==> src/rtl/router_port_tx.sv <==
// router_port_tx: serializes one packet command (address, byte count, byte
// stream) into the router's frame_n / valid_n / din serial format.
// Frame layout: 4 address bits (LSB first), PAD_CYCLES pad bits, then the
// payload LSB first. frame_n rises on the last payload bit and is followed
// by GAP_CYCLES idle cycles.
module router_port_tx #(
  parameter int PAD_CYCLES = 5,
  parameter int GAP_CYCLES = 1,
  parameter int LEN_W      = 8
) (
  input  logic             clk,
  input  logic             reset,
  input  logic             cmd_valid,
  output logic             cmd_ready,
  input  logic [3:0]       cmd_addr,
  input  logic [LEN_W-1:0] cmd_len,
  input  logic             data_valid,
  output logic             data_ready,
  input  logic [7:0]       data_byte,
  input  logic             busy_n,
  output logic             frame_n,
  output logic             valid_n,
  output logic             din
);

  // Shared phase counter covers the address, pad and gap phases.
  localparam int CNT_M1  = (PAD_CYCLES > 4) ? PAD_CYCLES : 4;
  localparam int CNT_MAX = (GAP_CYCLES > CNT_M1) ? GAP_CYCLES : CNT_M1;
  localparam int CNT_W   = $clog2(CNT_MAX + 1);

  localparam logic [CNT_W-1:0] ADDR_LAST = CNT_W'(4);
  localparam logic [CNT_W-1:0] PAD_LAST  = CNT_W'(PAD_CYCLES);
  localparam logic [CNT_W-1:0] GAP_LAST  = CNT_W'(GAP_CYCLES);

  typedef enum logic [2:0] {
    S_IDLE,
    S_ADDR,
    S_PAD,
    S_DATA,
    S_GAP
  } state_t;

  state_t           state;
  logic [CNT_W-1:0] cnt;
  logic [3:0]       addr_q;
  logic [LEN_W:0]   len_q;
  logic [LEN_W:0]   bytes_loaded;
  logic [LEN_W:0]   bytes_sent;
  logic [7:0]       shreg;
  logic             have_byte;
  logic [2:0]       bit_idx;

  logic             cmd_fire;
  logic             data_fire;
  logic             last_byte;
  logic [LEN_W:0]   len_ext;
  logic [2:0]       bit_nxt;

  // Handshake readiness, derived from registered state only (plus busy_n).
  // A byte may be loaded while the buffer is empty, or during the cycle its
  // bit 7 is on the wire so consecutive bytes run back to back.
  always_comb begin
    cmd_ready  = (state == S_IDLE) && busy_n;
    data_ready = ((state == S_PAD) || (state == S_DATA)) &&
                 (bytes_loaded < len_q) &&
                 (!have_byte || ((state == S_DATA) && (bit_idx == 3'd7)));
  end

  assign cmd_fire  = cmd_valid && cmd_ready;
  assign data_fire = data_valid && data_ready;
  // A zero length field encodes 2^LEN_W bytes.
  assign len_ext   = (cmd_len == '0) ? {1'b1, {LEN_W{1'b0}}} : {1'b0, cmd_len};
  // bytes_sent counts bytes whose bit 0 has gone out, so it includes the
  // byte currently on the wire.
  assign last_byte = (bytes_sent == len_q);
  assign bit_nxt   = bit_idx + 3'd1;

  // Packet sequencer; outputs are registered alongside the state so each
  // transition drives the first output value of the phase being entered.
  always_ff @(posedge clk or posedge reset) begin
    if (reset) begin
      state        <= S_IDLE;
      cnt          <= '0;
      addr_q       <= '0;
      len_q        <= '0;
      bytes_loaded <= '0;
      bytes_sent   <= '0;
      shreg        <= '0;
      have_byte    <= 1'b0;
      bit_idx      <= '0;
      frame_n      <= 1'b1;
      valid_n      <= 1'b1;
      din          <= 1'b0;
    end else begin
      if (data_fire) bytes_loaded <= bytes_loaded + 1'b1;
      case (state)
        S_IDLE: begin
          if (cmd_fire) begin
            state        <= S_ADDR;
            addr_q       <= cmd_addr;
            len_q        <= len_ext;
            bytes_loaded <= '0;
            bytes_sent   <= '0;
            have_byte    <= 1'b0;
            cnt          <= CNT_W'(1);
            frame_n      <= 1'b0;
            valid_n      <= 1'b1;
            din          <= cmd_addr[0];
          end
        end
        S_ADDR: begin
          if (cnt == ADDR_LAST) begin
            if (PAD_CYCLES == 0) begin
              // No pad phase means no chance to load a byte yet: the first
              // data cycle is an underrun.
              state   <= S_DATA;
              valid_n <= 1'b1;
              din     <= 1'b0;
            end else begin
              state <= S_PAD;
              cnt   <= CNT_W'(1);
              din   <= 1'b1;
            end
          end else begin
            din <= addr_q[cnt[1:0]];
            cnt <= cnt + 1'b1;
          end
        end
        S_PAD: begin
          if (data_fire) begin
            shreg     <= data_byte;
            have_byte <= 1'b1;
          end
          if (cnt == PAD_LAST) begin
            state <= S_DATA;
            if (have_byte || data_fire) begin
              bit_idx    <= 3'd0;
              bytes_sent <= bytes_sent + 1'b1;
              valid_n    <= 1'b0;
              din        <= have_byte ? shreg[0] : data_byte[0];
            end else begin
              valid_n <= 1'b1;
              din     <= 1'b0;
            end
          end else begin
            cnt <= cnt + 1'b1;
          end
        end
        S_DATA: begin
          if (have_byte && (bit_idx != 3'd7)) begin
            bit_idx <= bit_nxt;
            din     <= shreg[bit_nxt];
            valid_n <= 1'b0;
            frame_n <= (bit_idx == 3'd6) && last_byte;
          end else if (have_byte && last_byte) begin
            state     <= S_GAP;
            cnt       <= CNT_W'(1);
            have_byte <= 1'b0;
            frame_n   <= 1'b1;
            valid_n   <= 1'b1;
            din       <= 1'b0;
          end else if (data_fire) begin
            shreg      <= data_byte;
            have_byte  <= 1'b1;
            bit_idx    <= 3'd0;
            bytes_sent <= bytes_sent + 1'b1;
            frame_n    <= 1'b0;
            valid_n    <= 1'b0;
            din        <= data_byte[0];
          end else begin
            // Underrun: hold the frame open with no valid bit.
            have_byte <= 1'b0;
            frame_n   <= 1'b0;
            valid_n   <= 1'b1;
            din       <= 1'b0;
          end
        end
        S_GAP: begin
          if (cnt == GAP_LAST) state <= S_IDLE;
          else                 cnt   <= cnt + 1'b1;
        end
        default: state <= S_IDLE;
      endcase
    end
  end

endmodule

==> config.mk <==
export PLATFORM = sky130hd
export DESIGN_NAME = router_port_tx
export DESIGN_NICKNAME = d
export VERILOG_FILES = /design/src/rtl/router_port_tx.sv
export SDC_FILE = /design/constraint.sdc
export NUM_CORES = 1
export LEC_CHECK = 0
export BUFFER_PORTS_ARGS = -buffer_cell sky130_fd_sc_hd__buf_4
export CAP_MARGIN = 20
export CORE_AREA = 10 10 73 106
export CTS_CLUSTER_DIAMETER = 30
export CTS_CLUSTER_SIZE = 40
export DETAILED_ROUTE_END_ITERATION = 8
export DIE_AREA = 0 0 83 116
export PLACE_DENSITY = 0.79
export SYNTH_ARGS = -nofsm -noshare
export SYNTH_HDL_FRONTEND = slang
export SYNTH_SLANG_ARGS = --single-unit
==> constraint.sdc <==
create_clock -name clk -period 2.6 [get_ports clk]
set_input_delay 0.52 -clock clk [delete_from_list [all_inputs] [get_ports clk]]
set_output_delay 0.52 -clock clk [all_outputs]
set_load 0.01 [all_outputs]
==> results <==
- The slew at the pin with the worst max-slew slack is between 0.5 and 0.6 ns.
- The complex-gate fraction of the synthesized area is 0.1494.
- The post-place setup slack is 0.1560 ns.
- The post-CTS clock slew at the launch and capture registers of the worst setup and hold paths is 0.11 ns.
- The setup slack of the worst register-to-register path is 0.18 ns.
- After detailed routing, the number of remaining DRC violations is 0.
- Post-CTS repair changed the size of 0 cells.
- The tightest min-delay check is of the input port to async pin type.
- In this run the tightest slew margin relative to its limit is 0.6015.
- Yosys attributes the largest share of cell area to dfrtp_1, ha_1, nand2_1.
- Ranked by instance count, the synthesized netlist is headed by dfrtp_1, nand2_1, nor2_1.
- In this run the core area contains 34 standard-cell rows.
- The share of synthesized area spent on multiplexers is 0.08307.
- The maximum operating frequency is between 400 and 500 MHz.
- The total half-perimeter wirelength after legalization and detailed placement is about 5.5 mm.
- The minimum period implied by the final worst setup slack is around 2.5 ns.
- Of the available clock period, the critical path in the final layout requires 0.9467.
- Data on the critical path is required at its endpoint by approximately 2.1 ns.
- Of the post-synthesis cell area, the dominant cell type holds 0.3975.
- After clock tree synthesis, the setup repair step added 0 buffers.
- The flow ran to the end, and the final reports show no timing, DRC or antenna violations.
- Clock latency on the worst-skew pair, taken at its later pin, is around 0.32 ns.
- The root buffer cell chosen for the clock tree is clkbuf_8.
- The global placer's final weighted congestion is 0.8699.
- The nature of the critical path startpoint is a register.
- 30 I/O pins were placed.
- The maximum number of pins on one net before global-route repair is 30.
- Of the total synthesized cell area, the portion taken by XOR and XNOR cells is 0.03617.
- The total standard cell area after synthesis is 0.003148 mm^2.
- Yosys mapped the design onto 51 distinct sky130hd cell types.
- Setup repair after global routing left no endpoint under its margin.
- The largest family of logic cells by synthesized area is simple AND/OR/NAND/NOR gates.
- The clock passes through at most 2 buffers.
- VDD sags by at most 0.5160 mV.
- The async set-or-reset flop fraction in the synthesized netlist is 1.000.
- The effective utilization at floorplan is 0.5441.
- The number of antenna cells inserted is 0.
- The die is 116 um tall.
- The peak fanout along the critical path is 5.
- The proportion of power drawn by combinational gates is 0.472.
- The clock tree skew after final layout is 0.01289 ns.
- The sequential power share is 0.389.
- The number of global-route vias before repair came to 2567.
- The number of failing setup endpoints in the final timing report is 0.
- The cell area after placement is 0.003491 mm^2.
- At the worst endpoint, the arrival time is slightly below 2 ns.
- The count of final max-slew check failures came to 0.
- The cell area after layout is 0.003587 mm^2.
- The leading register cell type out of synthesis is dfrtp_1.
- The kind of end point of the critical path is a primary output.
- Dividing the detail-routed via count by the number of cells gives 5.711.
- The overall die area is 0.009628 mm^2.
- For this run, the share of the core covered by cells in the final layout is 0.6200.
- The clock group share of total power is 0.140.
- The total negative setup slack is 0 ns.
- The CTS tree is built.
- The analysis attributes to net switching a power of roughly 1500 uW.
- For this run, the total global-route usage over all layers was measured as 0.1528.
- The violation count after the first detailed-routing iteration is 160.
- For this design the static power due to leakage is 0.001671 uW.
- The number of max-cap violations is 0.
- Each instance of the synthesized netlist takes up on average 9.511 um^2.
- The cell taking the most area after synthesis is dfrtp_1.
- The synthesized-area fraction occupied by adder cells is 0.06359.
- The total power divided by cell area is 1007 mW/mm^2.
- The wire length reported by the detailed router is between 7 and 8 mm.
- The initial antenna violation count is 0.
- The floorplan die width is 83 um.
- The sequential element share of the synthesized area is 0.4141.
- The first global-routing pass estimated 12.36 mm of wire.
- The total number of vias is approximately 2500.
- The count of endpoints failing hold in the final timing report is 0.
- The core outline area is 0.005786 mm^2.
- Before antenna repair, the detailed router went through 4 iterations.
- The number of buffers inserted by hold repair at cts is 0.
- The worst hold slack after final layout is 0.2601 ns.
- The number of flops mapped to enable cells by yosys is 0.
- The post-synthesis simple-gate area fraction is 0.2107.
- The fraction of final layout cells sized beyond drive strength 1 is 0.2153.
- The count of nets left with antenna violations once routing finished came out at 0.
- The instance count of the mapped netlist is 331.
- The number of warnings issued by yosys is 0.
- The share of total power consumed by net switching is 0.4104.
- The synthesized design contains 52 register bits.
- The critical path in this run is classified as register to primary output.
- The deepest level of the CTS H-tree is 2.
- The net count of the mapped netlist is 372.
- In the final design database the tool counted 407 nets.
- The TritonCTS buffer count is 5.
- Once routing completed, OpenROAD measured the worst setup slack at about 0.14 ns.
- After detailed routing, the average wire length per cell comes to approximately 16 um.
- By instance count, the leading cell after synthesis is dfrtp_1.
- The layout overhead on the synthesized area is 13.95%.
- The count of clock tree sinks is 52.
- The sum of overflow across all layers after global routing is 0.
- The internal power contribution is 2130 uW.
- The number of buffer cells added on primary ports is 29.
layer usage:
layer / vias up / share of wire / global-route usage / routed length [um]
met5: - / 0 / 0 / 0
met4: 0 / 0.011 / 0.04670 / 78
met3: 6 / 0.025 / 0.02739 / 180
met2: 36 / 0.55 / 0.2820 / 3868
met1: 1229 / 0.42 / 0.1745 / 2945
li1: 1236 / - / - / -
flip-flops by register name, indices dropped and copies added, names as in the netlist:
signal        cells
bytes_sent        9
have_byte         1
bit_idx           3
bytes_loaded      9
state             3
valid_n           1
addr_q            4
len_q             9
din               1
frame_n           1
cnt               3
shreg             8
path summary, 6_finish.rpt:
check	startpoint	endpoint	depth (start not counted)
max in group asynchronous	reset	len_q[0]	3
min	reset	din	2
min reg2reg	addr_q[0]	addr_q[0]	2
max reg2reg	len_q[6]	shreg[4]	7
max	bit_idx[0]	data_ready	7
min in group clk	cmd_addr[2]	addr_q[2]	3
worst max-delay path, cell delays in order (launching register included):
cell	delay [ns]
dfrtp_1	0.40
ha_1	0.21
ha_1	0.23
a21boi_0	0.40
nor3_4	0.08
nand2_1	0.09
nor2_1	0.05
buf_4	0.15
power groups by stage:
stage          sequential [uW]  combinational [uW]  clock (uW)
6_report                  1400                1700         504
5_1_grt                   1450                1920         555
4_1_cts                   1400                1720         512
3_5_place_dp              1420                1710           0
3_3_place_gp              1410                1650           0
2_1_floorplan             1340                1350           0
through the flow:
| step | total power (uW) | std cells |
|---|---|---|
| after floorplan | 2686 | 331 |
| after global placement | 3057 | 431 |
| after detailed placement | 3126 | 431 |
| after CTS | 3634 | 439 |
| after global routing | 3928 | 439 |
| final | 3613 | 439 |
cell families after synthesis:
kind of cell | count (synthesis)
AND/OR/NAND/NOR | 131
multiplexers | 21
XOR/XNOR | 13
adder cells (fa/ha/maj) | 16
buffers and inverters | 32
AO/OA/AOI/OAI | 66
flip-flops | 52
final cells by class:
class / count / area (um^2)
inverter: 20 / 75.07
clock buffer: 5 / 68.82
tap: 72 / 90.09
sequential: 52 / 1304
fill: 539 / 2198
timing repair buffer: 40 / 312.8
multi-input combinational: 247 / 1709
clock inverter: 3 / 27.53
layout by cell type, fill, tap and decap left out, types with 3 or more instances in the layout:
| cell type | count |
|---|---|
| a21oi_1 | 11 |
| a21boi_0 | 3 |
| nand4_1 | 7 |
| nor2_1 | 25 |
| o21ai_0 | 18 |
| buf_4 | 39 |
| nor3_1 | 3 |
| dfrtp_1 | 50 |
| mux4_2 | 3 |
| nor4_1 | 4 |
| o21ai_1 | 4 |
| nand2b_1 | 6 |
| nand3_1 | 10 |
| nand2_1 | 48 |
| inv_1 | 18 |
| and3_1 | 14 |
| xnor2_1 | 13 |
| mux2_2 | 11 |
| mux2i_1 | 7 |
| nor2b_1 | 7 |
| o211ai_1 | 4 |
| o21a_1 | 4 |
| ha_1 | 16 |
| clkbuf_8 | 5 |
Note: power is estimated with default switching activity, not from simulation.
